--- src/rtl/cpu_pkg.sv ---
// Shared encodings for the 16-bit CPU control unit: ALU opcodes, instruction fields,
// branch condition codes, PSR flag positions, FSM states and the instruction decoder.
package cpu_pkg;

   localparam logic [3:0] ALU_ADD  = 4'd0;
   localparam logic [3:0] ALU_SUB  = 4'd1;
   localparam logic [3:0] ALU_CMP  = 4'd2;
   localparam logic [3:0] ALU_AND  = 4'd3;
   localparam logic [3:0] ALU_OR   = 4'd4;
   localparam logic [3:0] ALU_XOR  = 4'd5;
   localparam logic [3:0] ALU_NOT  = 4'd6;
   localparam logic [3:0] ALU_LSH  = 4'd7;
   localparam logic [3:0] ALU_RSH  = 4'd8;
   localparam logic [3:0] ALU_ARSH = 4'd9;
   localparam logic [3:0] ALU_MUL  = 4'd10;

   localparam logic [3:0] OP_RTYPE = 4'h0;
   localparam logic [3:0] OP_MEMJ  = 4'h4;
   localparam logic [3:0] OP_ADDUI = 4'h6;
   localparam logic [3:0] OP_SHIFT = 4'h8;
   localparam logic [3:0] OP_BCOND = 4'hC;

   // ext field values; I-type arithmetic reuses these as the primary opcode
   localparam logic [3:0] EXT_NOP   = 4'h0;
   localparam logic [3:0] EXT_AND   = 4'h1;
   localparam logic [3:0] EXT_OR    = 4'h2;
   localparam logic [3:0] EXT_XOR   = 4'h3;
   localparam logic [3:0] EXT_ADD   = 4'h5;
   localparam logic [3:0] EXT_ADDU  = 4'h6;
   localparam logic [3:0] EXT_ADDC  = 4'h7;
   localparam logic [3:0] EXT_SUB   = 4'h9;
   localparam logic [3:0] EXT_SUBC  = 4'hA;
   localparam logic [3:0] EXT_CMP   = 4'hB;
   localparam logic [3:0] EXT_MUL   = 4'hE;
   localparam logic [3:0] EXT_LOAD  = 4'h0;
   localparam logic [3:0] EXT_STOR  = 4'h4;
   localparam logic [3:0] EXT_JCOND = 4'hC;
   localparam logic [3:0] EXT_LSH   = 4'h4;
   localparam logic [3:0] EXT_LSHI  = 4'h0;

   localparam logic [3:0] COND_EQ = 4'h0;
   localparam logic [3:0] COND_NE = 4'h1;
   localparam logic [3:0] COND_CS = 4'h2;
   localparam logic [3:0] COND_CC = 4'h3;
   localparam logic [3:0] COND_HI = 4'h4;
   localparam logic [3:0] COND_LS = 4'h5;
   localparam logic [3:0] COND_GT = 4'h6;
   localparam logic [3:0] COND_LE = 4'h7;
   localparam logic [3:0] COND_FS = 4'h8;
   localparam logic [3:0] COND_FC = 4'h9;
   localparam logic [3:0] COND_LO = 4'hA;
   localparam logic [3:0] COND_HS = 4'hB;
   localparam logic [3:0] COND_LT = 4'hC;
   localparam logic [3:0] COND_GE = 4'hD;
   localparam logic [3:0] COND_UC = 4'hE;
   localparam logic [3:0] COND_NV = 4'hF;

   localparam int FLAG_N = 0;
   localparam int FLAG_Z = 1;
   localparam int FLAG_F = 2;
   localparam int FLAG_L = 3;
   localparam int FLAG_C = 4;

   typedef enum logic [2:0] {
      ST_FETCH, ST_DECODE, ST_EXEC, ST_MEM, ST_MEM_WAIT, ST_BRANCH, ST_HALT
   } state_t;

   typedef enum logic [2:0] {
      CLS_ILLEGAL, CLS_NOP, CLS_ALU, CLS_LOAD, CLS_STOR, CLS_BRANCH
   } cls_t;

   typedef struct packed {
      cls_t       cls;
      logic [3:0] alu_op;
      logic       imm_sel;
      logic       sext;
      logic       flags_en;
      logic       reg_en;
   } dec_t;

   function automatic dec_t decode(input logic [15:0] ir);
      dec_t       d;
      logic [3:0] op;
      logic [3:0] ext;
      logic [3:0] code;
      logic       known;
      op         = ir[15:12];
      ext        = ir[7:4];
      code       = (op == OP_RTYPE) ? ext : op;
      d.cls      = CLS_ILLEGAL;
      d.alu_op   = ALU_ADD;
      d.imm_sel  = 1'b0;
      d.sext     = 1'b0;
      d.flags_en = 1'b0;
      d.reg_en   = 1'b1;
      known      = 1'b1;
      case (code)
         EXT_ADD, EXT_ADDU, EXT_ADDC: begin d.alu_op = ALU_ADD; d.flags_en = 1'b1; end
         EXT_SUB, EXT_SUBC:           begin d.alu_op = ALU_SUB; d.flags_en = 1'b1; end
         EXT_CMP: begin d.alu_op = ALU_CMP; d.flags_en = 1'b1; d.reg_en = 1'b0; end
         EXT_MUL: d.alu_op = ALU_MUL;
         EXT_AND: d.alu_op = ALU_AND;
         EXT_OR:  d.alu_op = ALU_OR;
         EXT_XOR: d.alu_op = ALU_XOR;
         default: known = 1'b0;
      endcase
      if (op == OP_RTYPE && ext == EXT_NOP) begin
         d.cls = CLS_NOP;
      end else if (op == OP_MEMJ) begin
         case (ext)
            EXT_LOAD:  d.cls = CLS_LOAD;
            EXT_STOR:  d.cls = CLS_STOR;
            EXT_JCOND: d.cls = CLS_BRANCH;
            default:   d.cls = CLS_ILLEGAL;
         endcase
      end else if (op == OP_SHIFT) begin
         if (ext == EXT_LSH || ext == EXT_LSHI) begin
            d.cls     = CLS_ALU;
            d.alu_op  = ALU_LSH;
            d.imm_sel = (ext == EXT_LSHI);
            d.sext    = (ext == EXT_LSHI);
         end
      end else if (op == OP_BCOND) begin
         d.cls = CLS_BRANCH;
      end else if (known) begin
         d.cls     = CLS_ALU;
         d.imm_sel = (op != OP_RTYPE);
         d.sext    = (op != OP_RTYPE) && (op != OP_ADDUI);
      end
      return d;
   endfunction

endpackage

--- src/rtl/cpu_cond_eval.sv ---
// Branch/jump condition evaluator: maps a 4-bit condition code and the latched
// PSR flags {C,L,F,Z,N} to a take/not-take decision.
module cpu_cond_eval
   import cpu_pkg::*;
(
   input  logic [3:0] cond,
   input  logic [4:0] flags,
   output logic       take
);

   logic c, l, f, z, n;

   assign c = flags[FLAG_C];
   assign l = flags[FLAG_L];
   assign f = flags[FLAG_F];
   assign z = flags[FLAG_Z];
   assign n = flags[FLAG_N];

   always_comb begin
      take = 1'b0;
      case (cond)
         COND_EQ: take = z;
         COND_NE: take = !z;
         COND_CS: take = c;
         COND_CC: take = !c;
         COND_HI: take = l;
         COND_LS: take = !l;
         COND_GT: take = n;
         COND_LE: take = !n;
         COND_FS: take = f;
         COND_FC: take = !f;
         COND_LO: take = !l && !z;
         COND_HS: take = l || z;
         COND_LT: take = !n && !z;
         COND_GE: take = n || z;
         COND_UC: take = 1'b1;
         default: take = 1'b0;
      endcase
   end

endmodule

--- src/rtl/cpu_ctrl_fsm.sv ---
// Multicycle control unit: fetch/decode/execute FSM with LOAD/STOR handshake and
// timeout, flag-conditioned branches, and a sticky Fault flag.
module cpu_ctrl_fsm
   import cpu_pkg::*;
#(
   parameter int INSTR_W = 16,
   parameter int REG_AW  = 4,
   parameter int IMM_W   = 8,
   parameter int MEM_TMO = 15
)(
   input  logic               Clk,
   input  logic               Rst_n,
   input  logic [INSTR_W-1:0] Instr,
   input  logic [4:0]         ALUFlags,
   input  logic               MemReady,
   output logic               PCEn,
   output logic               PCLoad,
   output logic               RegEn,
   output logic               FlagsEn,
   output logic               MemReq,
   output logic               MemWe,
   output logic               Imm_s,
   output logic               Signed,
   output logic               MemToReg,
   output logic [3:0]         ALUOpCode,
   output logic [REG_AW-1:0]  RdestRegLoc,
   output logic [REG_AW-1:0]  RsrcRegLoc,
   output logic [IMM_W-1:0]   Imm,
   output logic               Fault
);

   localparam int              CNT_W    = $clog2(MEM_TMO + 1);
   localparam logic [CNT_W-1:0] CNT_LAST = CNT_W'(MEM_TMO - 1);

   state_t             state_reg, state_next;
   logic [INSTR_W-1:0] ir_reg, ir_next;
   logic [CNT_W-1:0]   cnt_reg, cnt_next;
   logic               fault_reg, fault_next;
   logic [4:0]         psr_reg;
   dec_t               dec;
   logic               take;
   logic               is_load;

   assign dec     = decode(ir_reg[15:0]);
   assign is_load = (dec.cls == CLS_LOAD);

   cpu_cond_eval u_cond_eval (
      .cond  (ir_reg[11:8]),
      .flags (psr_reg),
      .take  (take)
   );

   // Shadow of the datapath PSR so branches see the flags of earlier instructions
   always_ff @(posedge Clk or negedge Rst_n) begin
      if (!Rst_n) begin
         state_reg <= ST_FETCH;
         ir_reg    <= '0;
         cnt_reg   <= '0;
         fault_reg <= 1'b0;
         psr_reg   <= '0;
      end else begin
         state_reg <= state_next;
         ir_reg    <= ir_next;
         cnt_reg   <= cnt_next;
         fault_reg <= fault_next;
         if (FlagsEn) psr_reg <= ALUFlags;
      end
   end

   always_comb begin
      state_next = state_reg;
      ir_next    = ir_reg;
      cnt_next   = cnt_reg;
      fault_next = fault_reg;
      PCEn       = 1'b0;
      PCLoad     = 1'b0;
      RegEn      = 1'b0;
      FlagsEn    = 1'b0;
      MemReq     = 1'b0;
      MemWe      = 1'b0;
      Imm_s      = 1'b0;
      Signed     = 1'b0;
      MemToReg   = 1'b0;
      case (state_reg)
         ST_FETCH: begin
            // Reset parks the FSM in FETCH; keep the PC still until reset releases
            PCEn       = Rst_n;
            ir_next    = Instr;
            state_next = ST_DECODE;
         end
         ST_DECODE: begin
            case (dec.cls)
               CLS_NOP:            state_next = ST_FETCH;
               CLS_ALU:            state_next = ST_EXEC;
               CLS_LOAD, CLS_STOR: state_next = ST_MEM;
               CLS_BRANCH:         state_next = ST_BRANCH;
               default: begin
                  fault_next = 1'b1;
                  state_next = ST_HALT;
               end
            endcase
         end
         ST_EXEC: begin
            RegEn      = dec.reg_en;
            FlagsEn    = dec.flags_en;
            Imm_s      = dec.imm_sel;
            Signed     = dec.sext;
            state_next = ST_FETCH;
         end
         ST_MEM: begin
            MemReq     = 1'b1;
            MemWe      = !is_load;
            cnt_next   = '0;
            state_next = ST_MEM_WAIT;
         end
         ST_MEM_WAIT: begin
            MemReq = 1'b1;
            MemWe  = !is_load;
            if (MemReady) begin
               RegEn      = is_load;
               MemToReg   = is_load;
               cnt_next   = '0;
               state_next = ST_FETCH;
            end else if (cnt_reg == CNT_LAST) begin
               fault_next = 1'b1;
               state_next = ST_HALT;
            end else begin
               cnt_next = cnt_reg + CNT_W'(1);
            end
         end
         ST_BRANCH: begin
            PCLoad     = take;
            state_next = ST_FETCH;
         end
         ST_HALT: state_next = ST_HALT;
         default: state_next = ST_FETCH;
      endcase
   end

   assign ALUOpCode   = dec.alu_op;
   assign RdestRegLoc = REG_AW'(ir_reg[11:8]);
   assign RsrcRegLoc  = REG_AW'(ir_reg[3:0]);
   assign Imm         = IMM_W'(ir_reg[7:0]);
   assign Fault       = fault_reg;

endmodule

--- config.mk ---
export PLATFORM = sky130hd
export DESIGN_NAME = cpu_ctrl_fsm
export DESIGN_NICKNAME = d
export VERILOG_FILES = /design/src/rtl/cpu_pkg.sv /design/src/rtl/cpu_cond_eval.sv /design/src/rtl/cpu_ctrl_fsm.sv
export SDC_FILE = /design/constraint.sdc
export NUM_CORES = 1
export LEC_CHECK = 0
export CORE_ASPECT_RATIO = 0.6
export CORE_MARGIN = 3
export CORE_UTILIZATION = 48
export DETAILED_ROUTE_END_ITERATION = 7
export MAX_ROUTING_LAYER = met4
export PLACE_DENSITY_LB_ADDON = 0.12
export SYNTH_ARGS = -nofsm -noshare
export SYNTH_HDL_FRONTEND = slang
export SYNTH_HIERARCHICAL = 1
export SYNTH_SLANG_ARGS = --single-unit
--- constraint.sdc ---
create_clock -name Clk -period 2.45 [get_ports Clk]
set_input_delay 0.49 -clock Clk [delete_from_list [all_inputs] [get_ports Clk]]
set_output_delay 0.49 -clock Clk [all_outputs]
set_load 0.05 [all_outputs]
# After elaboration in Yosys (flattened, before gate mapping)
# Index checks and enable logic that the tools add are counted.
totals:
  ff_bits: 29
  latch_bits: 0
  mem_bits_rw: 0
  mem_bits_ro: 0
  inputBits: 24
  output_inout_bits: 30
  wordCells: 121
  memories: 0
op_classes:
  n_addsub: 1
  multipliers: 0
  div: 0
  n_lt_le_gt_ge: 0
  eq_ne: 47
  shifts: 0
  muxes: 40
  bitwise_logic: 0
  reduce_logical: 28
ops:
  columns: ["operator", "n"]
  rows:
  - ["== test 4 bit (second input constant)", 15]
  - ["== test 4 x 3 -> 1 bit (second input constant)", 9]
  - ["one-hot mux 4 bit (6 select lines)", 1]
  - ["two-way mux 3 bit", 6]
  - ["== test 4 x 2 -> 1 bit (second input constant)", 4]
  - ["two-way mux 4 bit", 4]
  - ["== test 3 bit (second input constant)", 5]
  - ["two-way mux 1 bit", 15]
  - ["one-hot mux 1 bit (15 select lines)", 1]
  - ["one-hot mux 3 bit (5 select lines)", 1]
  - ["== test 3 x 2 -> 1 bit (second input constant)", 4]
  - ["zero test 4 bit", 3]
  - ["two-way mux 6 bit", 2]
  - ["one-hot mux 3 bit (4 select lines)", 1]
  - ["OR reduction 10 bit", 1]
  - ["one-hot mux 3 bit (3 select lines)", 1]
  - ["== test 4 x 1 -> 1 bit (second input constant)", 2]
  - ["two-way mux 2 bit", 4]
  - ["two-way mux 8 bit", 1]
  - ["one-hot mux 4 bit (2 select lines)", 1]
  - ["== test 3 x 1 -> 1 bit (second input constant)", 2]
  - ["zero test 1 bit", 6]
  - ["!= test 2 bit (second input constant)", 3]
  - ["!= test 3 bit (second input constant)", 2]
  - ["other kinds (13)", 22]

# Depth between registers and ports, before layout
# Gate-level depths: netlist (run 1).
logic_depth:
  depth_word: 14
  ltp_mapped: 6
  depth_no_buf: 6

# Cells and area by module
# Netlist (run 1), hierarchy kept.
modules_own_cells:
  columns: ["module", "n_inst", "cells_each", "area_per_inst_um2", "seq_area_each_um2"]
  rows:
  - ["cpu_ctrl_fsm", 1, 179, 1800.5, 725.7]
  - ["cpu_cond_eval", 1, 25, 180.2, 0.0]

# Worst setup path before layout (run 1)
# No wires, ideal clock.
synth_path:
  path_kind: "register to output"
  start: "register ir_reg[6]"
  end: "output port Signed"
  t_arrival_ns: 2.565
  t_required_ns: 1.960
  setup_slack_ns: -0.605
  path_stages_with_launch: 5
  n_path_buf: 0
  cell_sequence: "dfrtp_1 > nor4_1 > o211ai_1 > a21oi_1 > o31a_1"
synth_between:
  elab_chain_cells: 10
  word_cells_on_any_way: 24
  classes_between: "eq/ne (11); mux (9); reduce/logical (4)"
synth_rtl:
  columns: ["item", "line_no", "source"]
  rows:
  - ["from (decl)", "cpu_ctrl_fsm.sv:36", "logic [INSTR_W-1:0] ir_reg, ir_next;"]
  - ["from (signal assigned)", "cpu_ctrl_fsm.sv:63", "ir_reg <= ir_next;"]
  - ["two-way mux 4 bit", "cpu_pkg.sv:89", "code = (op == OP_RTYPE) ? ext : op;"]
  - ["== test 4 bit (tied with other cells)", "cpu_pkg.sv:97", "case (code)"]
  - ["OR reduction 10 bit (no source line)", null, null]
  - ["two-way mux 1 bit", "cpu_pkg.sv:97", null]
  - ["two-way mux 2 bit", "cpu_pkg.sv:125", "end else if (known) begin"]
  - ["two-way mux 2 bit", "cpu_pkg.sv:123", "end else if (op == OP_BCOND) begin"]
  - ["two-way mux 2 bit", "cpu_pkg.sv:116", "end else if (op == OP_SHIFT) begin"]
  - ["two-way mux 6 bit", "cpu_pkg.sv:109", "end else if (op == OP_MEMJ) begin"]
  - ["two-way mux 6 bit (*)", "cpu_pkg.sv:107", "if (op == OP_RTYPE && ext == EXT_NOP) begin"]
  - ["two-way mux 1 bit (*)", "cpu_ctrl_fsm.sv:84", "case (state_reg)"]
  - ["to (decl)", "cpu_ctrl_fsm.sv:23", "output logic Signed,"]
# Every way passes the cells marked *; elsewhere a longest branch is shown, timed or not.

# Worst setup path after layout (run 1)
layout_path:
  start: "register ir_reg[10]"
  end: "output port PCLoad"
layout_between:
  elab_chain_cells: 3
  word_cells_on_any_way: 17
  classes_between: "eq/ne (14); mux (2); reduce/logical (1)"
layout_rtl:
  columns: ["item", "line_no", "source"]
  rows:
  - ["== test 4 bit (tied with other cells)", "cpu_cond_eval.sv:21", "case (cond)"]
  - ["one-hot mux 1 bit (15 select lines) (*)", "cpu_cond_eval.sv:21", null]
  - ["named net take", "cpu_ctrl_fsm.sv:41", "logic take;"]
  - ["two-way mux 1 bit (*)", "cpu_ctrl_fsm.sv:84", null]
  - ["to (decl)", "cpu_ctrl_fsm.sv:17", "output logic PCLoad,"]
# The timed path passes the listed nets; every way through them passes the cells marked *.

==> results of run 1 <==
cells by family (layout without fill, tap and decap cells):
family	count (synthesis)	in the layout	share of synthesized area
buf+inv	39	103	0.1169
compound gates	46	46	0.1744
xor+xnor	2	2	0.008846
fa+ha+maj	2	2	0.01263
flops	29	29	0.3664
mux	20	20	0.1131
simple gates	66	66	0.2078
placed cells by master (no fill, tap or decap), types with 2 or more instances in the layout:
cell / count
buf_12: 8
nor4_1: 2
dfrtp_1: 21
o21ai_0: 8
nor3b_1: 5
nand4_1: 2
inv_1: 9
nor4b_4: 4
ha_1: 2
and2_1: 3
buf_6: 2
a21oi_1: 4
dfrtp_2: 8
nor4b_1: 3
nand2_1: 10
or3_1: 2
nor2_1: 6
buf_4: 33
clkbuf_16: 2
clkbuf_8: 5
a31oi_1: 2
nand3_1: 3
clkdlybuf4s50_1: 40
o221ai_1: 2
xor2_1: 2
mux2_2: 19
a211oi_1: 3
nor3_1: 3
o31ai_1: 2
or2_2: 4
nand2b_1: 4
o311a_1: 2
o211ai_1: 4
repair_timing:
action / CTS / global route
endpoints found under the setup margin: 5 / 6
buffers inserted: 5 / 8
resized for setup: 11 / 21
hold buffers: 0 / 0
pin swaps: 4 / 8
power groups by stage:
stage	sequential (mW)	clock [mW]	combinational (mW)
after floorplan	0.488	0	0.00141
after global placement	0.488	0	0.0484
after detailed placement	0.488	0	0.0497
after CTS	0.479	0.491	0.0499
after global routing	0.478	0.519	0.0532
final	0.479	0.487	0.0493
stage by stage:
step	util	hold slack, ps	instances	setup TNS, ps	worst slack (ps)
3_3_place_gp	0.6960	471.4	295	0	121.4
5_1_grt	0.7854	550.4	315	-539.5	-275.8
2_1_floorplan	-	194.4	204	-38.81	-38.81
6_report	0.7854	502.6	315	-271.9	-186.9
4_1_cts	0.7450	506.3	307	-172.8	-168.4
3_5_place_dp	0.6960	488.8	295	0	31.76
worst min-delay path by stage:
stage	endpoint	slack, ps	cells past startpoint
floorplan	Fault	190	0
CTS	Fault	510	2
detailed placement	Fault	490	2
global route	psr_reg[4]	550	1
global placement	Fault	470	2
finish	Fault	500	2
worst min-delay path, cell delays in order, from the launching register on:
cell,delay (ps)
dfrtp_1,360
a41oi_1,40
o21ai_0,70
layout make-up:
| type | count | share of cell area |
|---|---|---|
| Inverter | 10 | 0.01255 |
| Clock buffer | 5 | 0.02301 |
| Multi-Input combinational cell | 136 | 0.3908 |
| Clock inverter | 2 | 0.01172 |
| Timing Repair Buffer | 86 | 0.2962 |
| Tap cell | 47 | 0.01967 |
| Sequential cell | 29 | 0.2460 |
per-layer routing:
layer  routed length (um)  vias to the layer above  share of wire  track usage
met5                    0                        -              0            -
met1                 2597                      942           0.45       0.3207
li1                     -                      857              -            -
met4                   63                        0          0.011      0.04671
met3                  372                       11          0.065      0.04438
met2                 2683                       87           0.47       0.3763
==> results.sh, run 1 <==
export IMPL_clk_pin_slew_ps=70
export IMPL_setup_ws_ps=-186.9
export IMPL_avgSynthCellArea_sq_um=9.709
export IMPL_min_period_ps=2637
export IMPL_max_freq_mhz=379.2
export IMPL_num_rows=17
export IMPL_drv_cap=0
export IMPL_synth_common_cells="29 x dfrtp_1, 19 x mux2_2, 16 x buf_4"
export IMPL_crit_path_start_kind="flop"
export IMPL_htreeDepth=2
export IMPL_port_buffers=53
export IMPL_clock_sinks=29
export IMPL_tightest_slew_ps=806.2
export IMPL_crit_path_max_incr_delay_ps=400
export IMPL_core_sq_um=3807
export IMPL_grt_pass1_wl_mm=9.004
export IMPL_floorplan_initialDensity=0.5202
export IMPL_finalHoldViolations=0
export IMPL_cp_depth=6
export IMPL_clockRootBuffer="clkbuf_8"
export IMPL_pwr_share_comb=0.049
export IMPL_grt_overflow=0
export IMPL_required_ps=1960
export IMPL_critPathMaxFanout=4
export IMPL_violations="negative setup slack"
export IMPL_synthDistinctLibCells=51
export IMPL_die_area_sq_um=4958
export IMPL_p_leak_nw=1.285
export IMPL_dpl_hpwl_mm=3.950
export IMPL_p_per_area_nw_per_um2=339.5
export IMPL_setup_viol=3
export IMPL_cts_inserted_buffers=5
export IMPL_synth_top_area_frac=0.3664
export IMPL_ys_ff_latch=29
export IMPL_fillCellCount=238
export IMPL_drcViolationCount=0
export IMPL_synth_cells=204
export IMPL_synth_seq_area_share=0.3664
export IMPL_intPower_mw=0.8075
export IMPL_syn_area_sq_um=1981
export IMPL_power_mw=1.015
export IMPL_vias=1897
export IMPL_synth_async_sr_flop_share=1.000
export IMPL_r2r_end="psr_reg[1]"
export IMPL_status="finished, violations left"
export IMPL_ys_top_cells_by_area="dfrtp_1 37%, mux2_2 11%, buf_4 6.1%"
export IMPL_multi_input_area_sq_um=1169
export IMPL_synth_most_common_cell="dfrtp_1"
export IMPL_fin_area_sq_um=2990
export IMPL_die_y_um=55.76
export IMPL_min_delay_start="Fault"
export IMPL_fin_crit_sh=1.076
export IMPL_r2r_slack_ps=280
export IMPL_max_vdd_ir_drop_mv=0.2542
export IMPL_slew_viol_final=0
export IMPL_areaGrowthSynthToFinish_pct=50.98
export IMPL_crit_end="PCLoad"
export IMPL_n_antenna_cell=0
export IMPL_place_area_sq_um=2650
export IMPL_firstDrtPassIters=4
export IMPL_drive_above_1_share=0.4104
export IMPL_postRouteAntennaNets=0
export IMPL_synth_fp_nets=230
export IMPL_antenna_found_initial=0
export IMPL_synth_edff_count=0
export IMPL_crit_type="flop to output pin"
export IMPL_final_seq_area_sq_um=735.7
export IMPL_pwr_share_seq=0.471
export IMPL_grt_max_degree=30
export IMPL_grt_pass1_vias=1809
export IMPL_tritoncts="yes"
export IMPL_largest_register_ffs=16
export IMPL_clockPowerShare=0.480
export IMPL_netSwitchingFraction=0.2047
export IMPL_crit_slowest_cell="dfrtp_1"
export IMPL_p_sw_mw=0.2079
export IMPL_cp_cell_sequence="inv_2 > o311a_1 > o311a_1 > or4_1 > and4b_1 > buf_6"
export IMPL_max_slew_margin=0.4593
export IMPL_cts_path_max_buffers=2
export IMPL_gr_usage_all_layers=0.2377
export IMPL_cp_top_family="compound AO/OA/AOI/OAI gates"
export IMPL_clock_latency_ps=290
export IMPL_critPathArrivalTime_ps=2150
export IMPL_synth_top_cell_by_area="dfrtp_1"
export IMPL_setup_worst_path_end_class="output pin"
export IMPL_io_pins=54
export IMPL_rsz0062_at_grt="yes"
export IMPL_via_per_inst=6.022
export IMPL_crit_top_cell="o311a_1"
export IMPL_yosysWarnings=6
export IMPL_fin_skew_ps=12.75
export IMPL_worstRegToRegCells=7
export IMPL_nNetsFinal=294
export IMPL_synth_main_ff_cell="dfrtp_1"
export IMPL_routed_wl_mm=5.716
export IMPL_routabilityCongestion=0.8627
export IMPL_wl_per_cell_um=18.15
export IMPL_critical_path_buf_inv_count=2
export IMPL_crit_reg2reg_launch="ir_reg[15]"
export IMPL_drt_initial_drc_count=119
export IMPL_die_w_um=88.93
export IMPL_critPathLaunch="ir_reg[10]"
export IMPL_hp_class="flop to flop"
(Power assumes the default switching activity.)
==> run 2: changes to the inputs <==
Settings changed: CAP_MARGIN from default to 10, CELL_PAD_IN_SITES_DETAIL_PLACEMENT from default to 0, CELL_PAD_IN_SITES_GLOBAL_PLACEMENT from default to 1, CORE_UTILIZATION 48 to 36.
==> run 2 against run 1 <==
The run still ends with negative setup slack left; largest cell class unchanged; critical path type unchanged; cell count increased by 4.4%; highest routed layer unchanged; power decreased by 11%; non-clock buffer count shrank 6.
==> results.sh, run 2 (synthesis results as in run 1) <==
export IMPL_status="finished, violations left"
export IMPL_violations="negative setup slack"
export IMPL_mostFrequentLayoutCells="40 x clkdlybuf4s50_1, 26 x buf_4, 21 x dfrtp_1"
export IMPL_critPathMaxFanout=11
export IMPL_grt_overflow=0
export IMPL_fillCellCount=429
export IMPL_hp_class="flop to flop"
export IMPL_p_per_area_nw_per_um2=311.6
export IMPL_post_place_ws_ps=-64.28
export IMPL_largest_register_ffs=16
export IMPL_port_buffers=53
export IMPL_drt_initial_drc_count=180
export IMPL_grt_pass1_vias=1634
export IMPL_fin_skew_ps=8.120
export IMPL_clockRootBuffer="clkbuf_8"
export IMPL_clock_latency_ps=280
export IMPL_rsz0062_at_grt="yes"
export IMPL_drive_above_1_share=0.3954
export IMPL_r2r_slack_ps=300
export IMPL_floorplan_initialDensity=0.3824
export IMPL_routed_wl_mm=5.591
export IMPL_layout_commonest_cell="clkdlybuf4s50_1"
export IMPL_p_leak_nw=1.224
export IMPL_max_vdd_ir_drop_mv=0.2030
export IMPL_setup_ws_ps=-211.5
export IMPL_htreeDepth=2
export IMPL_setup_worst_path_end_class="output pin"
export IMPL_wl_per_cell_um=16.99
export IMPL_critPathArrivalTime_ps=2170
export IMPL_grt_max_degree=30
export IMPL_dpl_hpwl_mm=4.017
export IMPL_tightest_slew_ps=706.8
export IMPL_max_freq_mhz=375.7
export IMPL_vias=1805
export IMPL_crit_type="flop to output pin"
export IMPL_finalHoldViolations=0
export IMPL_core_sq_um=5180
export IMPL_cts_inserted_buffers=5
export IMPL_n_antenna_cell=0
export IMPL_cts_path_max_buffers=2
export IMPL_setup_tns_ps=-219.3
export IMPL_max_slew_margin=0.5260
export IMPL_io_pins=54
export IMPL_die_w_um=101.8
export IMPL_die_y_um=63.46
export IMPL_nNetsFinal=288
export IMPL_routabilityCongestion=0.8669
export IMPL_final_seq_area_sq_um=735.7
export IMPL_clock_sinks=29
export IMPL_setup_viol=2
export IMPL_min_period_ps=2661
export IMPL_slew_viol_final=0
export IMPL_gr_usage_all_layers=0.1777
export IMPL_required_ps=1960
export IMPL_crit_path_start_kind="flop"
export IMPL_die_area_sq_um=6457
export IMPL_multi_input_area_sq_um=1149
export IMPL_fin_util=0.5628
export IMPL_grt_pass1_wl_mm=8.514
export IMPL_tritoncts="yes"
export IMPL_drv_cap=0
export IMPL_clk_pin_slew_ps=70
export IMPL_firstDrtPassIters=5
export IMPL_fin_crit_sh=1.086
export IMPL_areaGrowthSynthToFinish_pct=47.19
export IMPL_via_per_inst=5.486
export IMPL_num_rows=20
export IMPL_drcViolationCount=0
export IMPL_antenna_found_initial=0
export IMPL_postRouteAntennaNets=0
run 2: repair_timing:
action / 4_1_cts / 5_1_grt
pin swaps: 4 / 5
setup buffers: 6 / 5
resized for setup: 14 / 12
hold buffers: 0 / 0
setup endpoints to repair: 5 / 6
run 2: per-stage QoR:
stage	instances	power [mW]	cell area (sq um)	hold WS, ps
after floorplan	204	0.4893	2008	194.4
after global placement	310	0.5370	2644	473.9
after detailed placement	310	0.5378	2644	492.2
after CTS	324	0.9198	2821	507.6
after global routing	329	0.9457	2915	547.3
final	329	0.9083	2915	497.6
run 2: final cells by class:
class                   instances  area share
well taps                      66     0.02833
inverters                      10     0.01288
clock buffers                   6     0.02489
repair buffers                 80      0.2841
clock inverters                 2    0.003433
flip-flops and latches         29      0.2524
multi-input cells             136      0.3940
run 2: metal layers:
layer  GRT usage  routed length, um  vias to the layer above
met4     0.03483                 37                        0
met1      0.2709               2771                      862
li1            -                  -                      850
met3     0.04204                446                        6
met5           -                  0                        -
met2      0.2370               2336                       87
run 2: critical path, stage by stage (launching register included):
cell and delay, ps:
dfrtp_2 480, xor2_1 190, a211oi_1 270, nor3_1 100, or4_4 500, and4b_1 200
buf_6 150
run 2: where the power goes:
| part | switching, mW | internal, mW |
|---|---|---|
| Clock | 0.184 | 0.196 |
| Combinational | 0.0158 | 0.0335 |
| Sequential | 0 | 0.479 |
run 2: final timing paths:
kind / startpoint / endpoint / cells after the start
worst max register to register: ir_reg[15] / psr_reg[4] / 7
worst min register to register: Fault / Fault / 2
worst min-delay path: Fault / Fault / 2
min in group asynchronous: Rst_n / state_reg[2] / 2
worst max-delay path: ir_reg[8] / PCLoad / 6
max in group asynchronous: Rst_n / ir_reg[13] / 2
==> run 3: changes to the inputs <==
Settings changed: HOLD_SLACK_MARGIN from default to 0.03.
Clock period 2.45 ns to 2.8 ns, I/O delays scaled along.
==> run 3 against run 2 <==
The flow now finishes without violations; power down 11%; non-clock buffer count down 17; sequential cell count unchanged; first-iteration DRC count down 42%; wire length down 6.5%; combinational power down 13%; clock skew down 0.92 ps; clock power down 7.9%; die area unchanged; worst hold slack better by 10 ps; final area down 8.4%; worst setup slack better by 280 ps; critical path type unchanged; critical endpoint unchanged; largest cell class unchanged.
==> results.sh, run 3 (synthesis results as in run 1) <==
export IMPL_place_area_sq_um=2541
export IMPL_intPower_mw=0.6430
export IMPL_mostFrequentLayoutCells="40 x clkdlybuf4s50_1, 25 x dfrtp_1, 19 x mux2_2"
export IMPL_crit_type="flop to output pin"
export IMPL_tightest_slew_ps=728.1
export IMPL_num_rows=20
export IMPL_cp_top_family="compound AO/OA/AOI/OAI gates"
export IMPL_setup_worst_path_end_class="output pin"
export IMPL_grt_pass1_wl_mm=8.252
export IMPL_p_leak_nw=1.116
export IMPL_whs_endpoint="Fault"
export IMPL_top_layer="met4"
export IMPL_pwr_share_seq=0.516
export IMPL_max_freq_mhz=366.5
export IMPL_largest_register_ffs=16
export IMPL_core_sq_um=5180
export IMPL_crit_reg2reg_launch="ir_reg[15]"
export IMPL_grt_pass1_vias=1612
export IMPL_hold_depth=2
export IMPL_port_buffers=53
export IMPL_grt_overflow=0
export IMPL_rsz0062_at_grt="yes"
export IMPL_finalHoldViolations=0
export IMPL_drcViolationCount=0
export IMPL_cts_inserted_buffers=5
export IMPL_via_per_inst=5.479
export IMPL_max_slew_margin=0.5117
export IMPL_hp_class="flop to flop"
export IMPL_drv_cap=0
export IMPL_cts_path_max_buffers=2
export IMPL_clockRootBuffer="clkbuf_8"
export IMPL_setup_ws_ps=71.30
export IMPL_htreeDepth=2
export IMPL_post_place_ws_ps=108.3
export IMPL_pwr_share_comb=0.053
export IMPL_antenna_found_initial=0
export IMPL_status="finished, final reports clean"
export IMPL_clockPowerShare=0.431
export IMPL_power_mw=0.8119
export IMPL_p_per_area_nw_per_um2=303.9
export IMPL_worstRegToRegCells=5
export IMPL_die_area_sq_um=6457
export IMPL_max_vdd_ir_drop_mv=0.2085
export IMPL_setup_viol=0
export IMPL_clock_latency_ps=280
export IMPL_crit_path_max_incr_delay_ps=410
export IMPL_r2r_slack_ps=660
export IMPL_floorplan_initialDensity=0.3824
export IMPL_layout_commonest_cell="clkdlybuf4s50_1"
export IMPL_n_antenna_cell=0
export IMPL_crit_path_start_kind="flop"
export IMPL_nNetsFinal=271
export IMPL_crit_slowest_cell="dfrtp_2"
export IMPL_drive_above_1_share=0.2776
export IMPL_dr_wl_met2_mm=2.121
export IMPL_drt_initial_drc_count=105
export IMPL_postRouteAntennaNets=0
export IMPL_layout_cells_non_filler=311
export IMPL_critical_path_buf_inv_count=1
export IMPL_min_period_ps=2729
export IMPL_fin_area_sq_um=2671
export IMPL_areaGrowthSynthToFinish_pct=34.87
export IMPL_die_y_um=63.46
export IMPL_vias=1704
export IMPL_place_inst=301
export IMPL_tritoncts="yes"
export IMPL_routed_wl_mm=5.229
export IMPL_die_w_um=101.8
export IMPL_fin_crit_sh=0.9745
export IMPL_hold_ws_ps=507.7
export IMPL_gr_usage_all_layers=0.1712
export IMPL_critPathMaxFanout=2
export IMPL_routabilityCongestion=0.8527
export IMPL_grt_max_degree=30
export IMPL_critPathArrivalTime_ps=2170
export IMPL_cp_cell_sequence="o311a_1 > o311a_1 > or4_1 > and4b_1 > buf_6"
export IMPL_dpl_hpwl_mm=3.903
export IMPL_min_delay_start="Fault"
export IMPL_fin_skew_ps=7.200
export IMPL_io_pins=54
export IMPL_r2r_end="psr_reg[2]"
export IMPL_netSwitchingFraction=0.2080
export IMPL_p_sw_mw=0.1689
export IMPL_firstDrtPassIters=4
export IMPL_wl_per_cell_um=16.81
export IMPL_clock_sinks=29
export IMPL_required_ps=2240
export IMPL_wl_met3_um=400
export IMPL_fillCellCount=466
export IMPL_crit_top_cell="o311a_1"
export IMPL_slew_viol_final=0
export IMPL_clk_pin_slew_ps=70
export IMPL_wl_met1_mm=2.648
-- run 3: worst max-delay path by stage --
stage | from | to | slack, ps | depth (start not counted)
6_report | psr_reg[1] | PCLoad | 70 | 5
5_1_grt | psr_reg[0] | PCLoad | -20 | 5
2_1_floorplan | ir_reg[6] | Signed | -10 | 4
4_1_cts | ir_reg[10] | PCLoad | 20 | 6
3_3_place_gp | MemReady | RegEn | 150 | 5
3_5_place_dp | MemReady | RegEn | 110 | 5
-- run 3: area by class of cell --
cell class                      instances  area [sq um]  area share
Multi-Input combinational cell        136          1045      0.3911
Sequential cell                        29         730.7      0.2735
Timing Repair Buffer                   63         689.4      0.2581
Clock buffer                            7         86.33     0.03232
Tap cell                               66         82.58     0.03091
Inverter                               10         37.54     0.01405
-- run 3: timing repair --
item                       CTS  global route
hold buffers                 0             0
hold endpoints to repair     0             0
gates cloned                 0             0
pin swaps                    0             0
setup buffers                2             1
setup endpoints to repair    1             5
gates resized for setup      3             4
-- run 3: layer usage --
| layer | up-vias | global-route usage |
|---|---|---|
| li1 | 813 | - |
| met1 | 810 | 0.2478 |
| met2 | 73 | 0.2353 |
| met3 | 8 | 0.04425 |
| met4 | 0 | 0.04643 |
| met5 | - | - |
-- run 3: power groups by stage --
| stage | combinational [mW] | clock [mW] | sequential (mW) |
|---|---|---|---|
| 3_3_place_gp | 0.0426 | 0 | 0.427 |
| 6_report | 0.0428 | 0.350 | 0.419 |
| 3_5_place_dp | 0.0437 | 0 | 0.427 |
| 5_1_grt | 0.0469 | 0.382 | 0.419 |
| 2_1_floorplan | 0.00123 | 0 | 0.427 |
| 4_1_cts | 0.0438 | 0.358 | 0.419 |
-- run 3: stage by stage --
step | TNS, ps | utilization
3_5_place_dp | 0 | 0.4906
6_report | 0 | 0.5157
3_3_place_gp | 0 | 0.4906
5_1_grt | -24.90 | 0.5157
4_1_cts | 0 | 0.5109
2_1_floorplan | -10.19 | -
-- run 3: worst register-to-register path, stage by stage (launching register included) --
cell       delay (ps)
dfrtp_2           520
nor4b_2           390
nor2_2            110
a2111oi_4         460
buf_4             210
mux2_2            330
